$ cat src/rtl/ysyx_23060240_lsu.sv
// Load/store unit: takes one EXU request at a time, runs one aligned word
// transaction on the valid/ready data bus, and returns extended load data to WBU.
module ysyx_23060240_lsu #(
  parameter int ADDR_W  = 32,
  parameter int TIMEOUT = 255,
  parameter int CNT_W   = 16
) (
  input  logic              clk,
  input  logic              rst,
  input  logic              req_valid,
  output logic              req_ready,
  input  logic              req_ren,
  input  logic              req_wen,
  input  logic [2:0]        req_rd_ctrl,
  input  logic [1:0]        req_wr_ctrl,
  input  logic [ADDR_W-1:0] req_addr,
  input  logic [31:0]       req_wdata,
  output logic              resp_valid,
  input  logic              resp_ready,
  output logic [31:0]       resp_rdata,
  output logic              resp_err,
  output logic              mem_valid,
  input  logic              mem_ready,
  output logic [ADDR_W-1:0] mem_addr,
  output logic              mem_wen,
  output logic [3:0]        mem_wstrb,
  output logic [31:0]       mem_wdata,
  input  logic              mem_rvalid,
  input  logic [31:0]       mem_rdata,
  input  logic              mem_rerr,
  output logic [1:0]        dbg_state_o
);

  // Handshakes: a transfer happens on a rising edge where valid & ready are both
  // high; valid never depends combinationally on ready, and payload is held
  // stable while valid is high and ready is low.

  typedef enum logic [1:0] {
    IDLE = 2'd0,
    REQ  = 2'd1,
    WAIT = 2'd2,
    RESP = 2'd3
  } state_e;

  localparam logic [CNT_W-1:0] TO_LAST = CNT_W'(TIMEOUT - 1);

  state_e              state_q, state_d;
  logic                ren_q, ren_d;
  logic                wen_q, wen_d;
  logic [2:0]          rd_ctrl_q, rd_ctrl_d;
  logic [1:0]          wr_ctrl_q, wr_ctrl_d;
  logic [ADDR_W-1:0]   addr_q, addr_d;
  logic [31:0]         wdata_q, wdata_d;
  logic [CNT_W-1:0]    cnt_q, cnt_d;
  logic [31:0]         rdata_q, rdata_d;
  logic                err_q, err_d;

  logic                req_illegal;
  logic [31:0]         lane;
  logic [31:0]         load_data;
  logic [3:0]          strb;
  logic                in_req;

  always_comb begin
    req_illegal = 1'b0;
    if (req_ren == req_wen) begin
      req_illegal = 1'b1;
    end else if (req_ren) begin
      case (req_rd_ctrl)
        3'b000, 3'b100: req_illegal = 1'b0;
        3'b001, 3'b101: req_illegal = req_addr[0];
        3'b010:         req_illegal = |req_addr[1:0];
        default:        req_illegal = 1'b1;
      endcase
    end else begin
      case (req_wr_ctrl)
        2'b00:   req_illegal = 1'b0;
        2'b01:   req_illegal = req_addr[0];
        2'b10:   req_illegal = |req_addr[1:0];
        default: req_illegal = 1'b1;
      endcase
    end
  end

  assign lane = mem_rdata >> {addr_q[1:0], 3'b000};

  always_comb begin
    case (rd_ctrl_q)
      3'b000:  load_data = {{24{lane[7]}}, lane[7:0]};
      3'b001:  load_data = {{16{lane[15]}}, lane[15:0]};
      3'b010:  load_data = mem_rdata;
      3'b100:  load_data = {24'd0, lane[7:0]};
      3'b101:  load_data = {16'd0, lane[15:0]};
      default: load_data = 32'd0;
    endcase
  end

  always_comb begin
    case (wr_ctrl_q)
      2'b00:   strb = 4'b0001 << addr_q[1:0];
      2'b01:   strb = 4'b0011 << addr_q[1:0];
      2'b10:   strb = 4'b1111;
      default: strb = 4'b0000;
    endcase
  end

  always_comb begin
    state_d   = state_q;
    ren_d     = ren_q;
    wen_d     = wen_q;
    rd_ctrl_d = rd_ctrl_q;
    wr_ctrl_d = wr_ctrl_q;
    addr_d    = addr_q;
    wdata_d   = wdata_q;
    cnt_d     = cnt_q;
    rdata_d   = rdata_q;
    err_d     = err_q;
    case (state_q)
      IDLE: begin
        if (req_valid) begin
          ren_d     = req_ren;
          wen_d     = req_wen;
          rd_ctrl_d = req_rd_ctrl;
          wr_ctrl_d = req_wr_ctrl;
          addr_d    = req_addr;
          wdata_d   = req_wdata;
          cnt_d     = '0;
          rdata_d   = 32'd0;
          err_d     = req_illegal;
          state_d   = req_illegal ? RESP : REQ;
        end
      end
      REQ: begin
        if (mem_ready) begin
          cnt_d   = '0;
          state_d = WAIT;
        end
      end
      WAIT: begin
        cnt_d = cnt_q + 1'b1;
        // A response arriving on the last allowed cycle still beats the timeout.
        if (mem_rvalid) begin
          err_d   = mem_rerr;
          rdata_d = (ren_q && !mem_rerr) ? load_data : 32'd0;
          state_d = RESP;
        end else if (cnt_q == TO_LAST) begin
          err_d   = 1'b1;
          rdata_d = 32'd0;
          state_d = RESP;
        end
      end
      RESP: begin
        if (resp_ready) state_d = IDLE;
      end
      default: state_d = IDLE;
    endcase
  end

  always_ff @(posedge clk or posedge rst) begin
    if (rst) begin
      state_q   <= IDLE;
      ren_q     <= 1'b0;
      wen_q     <= 1'b0;
      rd_ctrl_q <= 3'd0;
      wr_ctrl_q <= 2'd0;
      addr_q    <= '0;
      wdata_q   <= 32'd0;
      cnt_q     <= '0;
      rdata_q   <= 32'd0;
      err_q     <= 1'b0;
    end else begin
      state_q   <= state_d;
      ren_q     <= ren_d;
      wen_q     <= wen_d;
      rd_ctrl_q <= rd_ctrl_d;
      wr_ctrl_q <= wr_ctrl_d;
      addr_q    <= addr_d;
      wdata_q   <= wdata_d;
      cnt_q     <= cnt_d;
      rdata_q   <= rdata_d;
      err_q     <= err_d;
    end
  end

  assign in_req      = (state_q == REQ);
  assign req_ready   = (state_q == IDLE);
  assign mem_valid   = in_req;
  assign mem_addr    = in_req ? {addr_q[ADDR_W-1:2], 2'b00} : '0;
  assign mem_wen     = in_req & wen_q;
  assign mem_wstrb   = (in_req && wen_q) ? strb : 4'b0000;
  assign mem_wdata   = (in_req && wen_q) ? (wdata_q << {addr_q[1:0], 3'b000}) : 32'd0;
  assign resp_valid  = (state_q == RESP);
  assign resp_rdata  = resp_valid ? rdata_q : 32'd0;
  assign resp_err    = resp_valid & err_q;
  assign dbg_state_o = state_q;

endmodule
$ cat config.mk
export PLATFORM = sky130hd
export DESIGN_NAME = ysyx_23060240_lsu
export DESIGN_NICKNAME = d
export VERILOG_FILES = /design/src/rtl/ysyx_23060240_lsu.sv
export SDC_FILE = /design/constraint.sdc
export NUM_CORES = 1
export LEC_CHECK = 0
export CAP_MARGIN = 20
export CORE_ASPECT_RATIO = 0.5
export CORE_MARGIN = 2
export CORE_UTILIZATION = 47
export CTS_CLUSTER_DIAMETER = 150
export CTS_CLUSTER_SIZE = 25
export DETAILED_ROUTE_END_ITERATION = 16
export GPL_TIMING_DRIVEN = 0
export PLACE_DENSITY_LB_ADDON = 0.08
export SYNTH_ARGS = -nofsm -noshare
export SYNTH_HDL_FRONTEND = slang
export SYNTH_SLANG_ARGS = --single-unit
$ cat constraint.sdc
create_clock -name clk -period 5.1 [get_ports clk]
set_clock_uncertainty 0.1 [all_clocks]
set_input_delay 0.765 -clock clk [delete_from_list [all_inputs] [get_ports clk]]
set_output_delay 0.765 -clock clk [all_outputs]
set_load 0.01 [all_outputs]
# Word level (Yosys, flattened, before mapping)
# Cells that the tools add are included.
# Widths: inputs -> output; s select.
[classes] n_mux=29 shifts=4 reduce_logical=17 add_sub_neg=1 bitwise=2 eq_ne=21
[op_table] op="$mux 32" count=7
[op_table] op="$pmux 32 s5" count=1
[op_table] op="$pmux 32 s2" count=1
[op_table] op="$pmux 16 s3" count=1
[op_table] op="$mux 16" count=2
[op_table] op="$shl 32x5->32" count=1
[op_table] op="$shr 32x5->16" count=1
[op_table] op="$add 16x1->16 const B" count=1
[op_table] op="$eq 16x8->1 const B" count=1
[op_table] op="$eq 3x3->1 const B" count=4
[op_table] op="$mux 2" count=6
[op_table] op="$pmux 4 s3" count=1
[op_table] op="$eq 2x2->1 const B" count=4
[op_table] op="$pmux 2 s4" count=1
[op_table] op="$eq 2x1->1 const B" count=3
[op_table] op="$eq 3x1->1 const B" count=2
[op_table] op="$eq 3x2->1 const B" count=2
[op_table] op="$logic_not 2->1" count=3
[op_table] op="$logic_not 3->1" count=2
[op_table] op="$pmux 1 s3" count=2
[op_table] op="$reduce_and 3->1" count=2
[op_table] op="$reduce_or 2->1" count=3
[op_table] op="$mux 1" count=5
[op_table] op="$mux 4" count=1
[op_table] op="other kinds (14)" count=17
[word_totals] elab_cells=84 regBits=122

# Depth between registers and ports, before layout
[depth] ltp_word=8 depth_mapped=9 ltp_nobuf=7

# Worst setup path before layout
# Ideal clock, no wire load.
[synth_path] path_kind="register -> output" start="register addr_q[0]" end="output mem_wdata[31]" slack_ns=2.451 required_time_ns=4.235 stages_incl_launch_ff=6 arrival_time_ns=1.784 path_buffers=3 cell_sequence="dfrtp_1 -> buf_2 -> buf_1 -> clkbuf_1 -> mux2i_1 -> a211oi_1"
[synth_between] elab_chain_cells=2
[synth_rtl] element="from (decl)" line="52" rtl="logic [ADDR_W-1:0] addr_q, addr_d;"
[synth_rtl] element="from (signal assigned)" line="177" rtl="addr_q <= addr_d;"
[synth_rtl] element="$shl 32x5->32" line="191" rtl="assign mem_wdata = (in_req && wen_q) ? (wdata_q << {addr_q[1:0], 3'b000}) : 32'd0;"
[synth_rtl] element="$mux 32" line="191"
[synth_rtl] element="to (decl)" line="27" rtl="output logic [31:0] mem_wdata,"
# No other way between the ends.

# Final worst setup path
[layout_path] start="register addr_q[1]" end="output mem_wdata[23]"
# Same word-level chain as after synthesis.

==> run_results.csv <==
group,metric,value,unit
synthesis,syn_inst,646,
floorplanning,io_pins,217,
route,wirelength,19.75,mm
clock_network,clock_latency,420,ps
critical_path,slowest_delay,500,ps
placed_design,dpl.hpwl,14.55,mm
final_layout,area_delta_synth_final,45.36,%
floorplanning,die_w,173.0,µm
pwr,p_leak,4.101,nW
placed_design,gp_congestion,0.8648,
grt,busiest_layer,"met2",
synthesis,synth_compound_area_share,14.22,%
clock_network,cts_buffer_depth,2,
timing,finalCriticalPeriod,4190,ps
clock_network,htreeDepth,4,
final_layout,antenna_cells,0,
synthesis,synthDistinctLibCells,47,
route,drtIter0Drc,466,
clock_network,hold_buffers,0,
synthesis,synth-seq-area-share,45.47,%
route,vias_per_cell,5.480,
final_layout,layout_commonest_cell,"clkdlybuf4s50_1",
final_layout,final_cell_mix,"214 x clkdlybuf4s50_1, 122 x dfrtp_1, 74 x and2_1, 74 x mux2_2, 51 x nor2_1",
clock_network,clockRootBuffer,"clkbuf_16",
timing,setup_ws,909.5,ps
critical_path,critical_path.cell_chain,"clkbuf_1 -> clkbuf_1 -> clkbuf_1 -> buf_1 -> nor2_1 -> a21oi_1 -> nor2_1 -> clkdlybuf4s50_1",
synthesis,async_reset_ff_share,100.0,%
grt,grt_pass1_wl,30.87,mm
timing,slew_headroom,32.26,%
synthesis,syn_area,6714,µm²
critical_path,worst_path_max_delay_cell,"clkdlybuf4s50_1",
hold_path,hp-class,"flip-flop to flip-flop",
grt,grt_max_degree,65,
synthesis,synth_top_family_by_area,"multiplexers",
synthesis,synth_edf_count,0,
placed_design,dp_worst_setup_slack,1393,ps
clock_network,cts_sinks,122,
pwr,peakVddDrop,0.2675,mV
grt,use_met2,41.38,%
timing,tightest_slew,1007,ps
final_layout,fin_nets,997,
synthesis,synth-simple-area-share,16.77,%
critical_path,crit_fanout,10,
synthesis,yosysWarnings,0,
timing,setup_tns,0,ps
clock_network,cts_buffers,17,
synthesis,synth_xor_area_share,1.305,%
synthesis,muxShareOfSynthArea,17.65,%
timing,hold_slack,380.9,ps
floorplanning,row_count,30,
critical_path,critPathRequiredTime,4240,ps
timing,finalHoldViolCount,0,
floorplanning,die_y,88.52,µm
clock_network,cts_tree,"yes",
timing,setup_viol,0,
timing,fin_crit_sh,82.17,%
timing,slew_viol_final,0,
route,vias,5951,
grt,grt.met1_usage,34.70,%
critical_path,path_class,"flip-flop to output pin",
route,drtAntennaViolNets,0,
synthesis,synthFlopType,"dfrtp_1",
grt,gr-usage-met3,7.732,%
status,status,"finished, final reports clean",
synthesis,ys_ff_latch,122,
flow_run,drv_cap,0,
clock_network,postCtsSetupBuffers,0,
clock_network,post_cts_resized,0,
timing,fmax,238.6,MHz
critical_path,end_kind,"output pin",
route,wl_per_cell,18.19,µm
timing,rsz0062_at_grt,"false",
grt,grtUsageTotal,25.84,%
route,drtPass1Iterations,5,
route,drc,0,
critical_path,worstPathArrival,3330,ps
grt,grt.overflow.total,0,
grt,grt_antenna_before_repair,0,
floorplanning,fp.coreArea,13740,µm²
pwr,power_density,540.9,nW/µm²
placed_design,portBuffers,214,
grt,grt_pass1_vias,5793,
floorplanning,dieArea,15320,µm²
final_layout,drive_above_1_share,13.76,%
critical_path,cpMostUsedCell,"clkbuf_1",
critical_path,crit_path_start_kind,"flip-flop",
synthesis,syn-mean-instance-area,10.39,µm²
clock_network,path_clk_slew,60,ps
synthesis,yosys.area_share.adder,1.118,%
floorplanning,start_util,48.87,%
## synthesized netlist by cell type, types with 2 or more instances
cell | n | area (µm²)
or2_2 | 2 | 12.51
nor4_1 | 2 | 12.51
buf_4 | 2 | 15.01
and4_1 | 2 | 17.52
and2_1 | 74 | 462.9
nand3b_1 | 2 | 15.01
or3_1 | 2 | 12.51
mux2i_1 | 34 | 340.3
and3_1 | 4 | 25.02
a211oi_1 | 18 | 135.1
a22o_1 | 9 | 78.83
a221o_1 | 4 | 40.04
ha_1 | 6 | 75.07
nand2_1 | 26 | 97.59
o21ai_0 | 14 | 70.07
nand4_1 | 5 | 31.28
nand3_1 | 8 | 40.04
inv_1 | 9 | 33.78
dfrtp_1 | 122 | 3053
nor2b_1 | 16 | 100.1
nor3_1 | 6 | 30.03
nor2_1 | 51 | 191.4
nand2b_1 | 6 | 37.54
a22oi_1 | 4 | 30.03
a311oi_2 | 2 | 30.03
buf_1 | 5 | 18.77
buf_2 | 3 | 15.01
xor2_1 | 10 | 87.58
a21oi_1 | 42 | 210.2
o31ai_1 | 3 | 22.52
o2bb2ai_1 | 24 | 210.2
a21o_1 | 6 | 45.04
clkbuf_1 | 36 | 135.1
mux2_2 | 74 | 833.3
## critical path, delay by kind of cell (launching register included)
kind / cells / cell delay, ps
AOI/OAI and AO/OA: 1 / 180
buffers and inverters: 5 / 2220
DFF: 1 / 330
and+or+nand+nor: 2 / 190
## cell type report
| class | count | area, µm² |
|---|---|---|
| fillers | 1083 | 3979 |
| repair buffers | 215 | 2170 |
| inverters | 9 | 38.79 |
| plain buffers | 47 | 195.2 |
| multi-input cells | 469 | 3436 |
| clock buffers | 17 | 425.4 |
| clock inverters | 15 | 201.4 |
| flip-flops and latches | 122 | 3053 |
| well taps | 192 | 240.2 |
## sequential cells by signal, summed over array words and instances, names as in the netlist
name         count
ren_q            1
err_q            1
rd_ctrl_q        3
wdata_q         32
wen_q            1
rdata_q         32
cnt_q           16
addr_q          32
dbg_state_o      2
wr_ctrl_q        2
## through the flow
step	cell area [µm²]	std cells	power, W	util, %
finish	9759	1086	0.005279	71.04
global route	9759	1086	0.005598	71.04
CTS	9759	1086	0.005282	71.04
detailed placement	9133	1054	0.003973	66.48
global placement	9100	1053	0.003907	66.24
floorplan	6718	647	0.003084	-
## final timing paths
kind	from	to	slack, ps	cells past startpoint
max	addr_q[1]	mem_wdata[23]	910	8
min reg2reg	rdata_q[27]	rdata_q[27]	380	1
min in group asynchronous	rst	addr_q[18]	680	2
max in group asynchronous	rst	wdata_q[17]	3500	3
max reg2reg	dbg_state_o[0]	rdata_q[26]	2450	8
min	rdata_q[27]	rdata_q[27]	380	1
## layer usage
metal | routed length, µm | up-vias | part of all wire, %
met3 | 1701 | 26 | 8.6
li1 | - | 2763 | -
met2 | 8966 | 240 | 45
met1 | 8784 | 2922 | 44
met5 | 0 | - | 0
met4 | 297 | 0 | 1.5
## report_power, final
group	leakage [nW]	switching, W	internal [W]	total (W)
combinational	2.25	0.00125	0.00116	0.00242
sequential	1.54	0.000238	0.00133	0.00157
clock	0.305	0.000509	0.000789	0.00130
## logic make-up (layout without fill, tap and decap cells)
family,Yosys count,in the layout
buf+inv,56,303
flops,122,122
simple gates,209,209
other cells,1,2
xor+xnor,10,10
fa+ha+maj,6,6
mux,109,109
compound gates,133,133
Note: power is estimated with default switching activity, not from simulation.
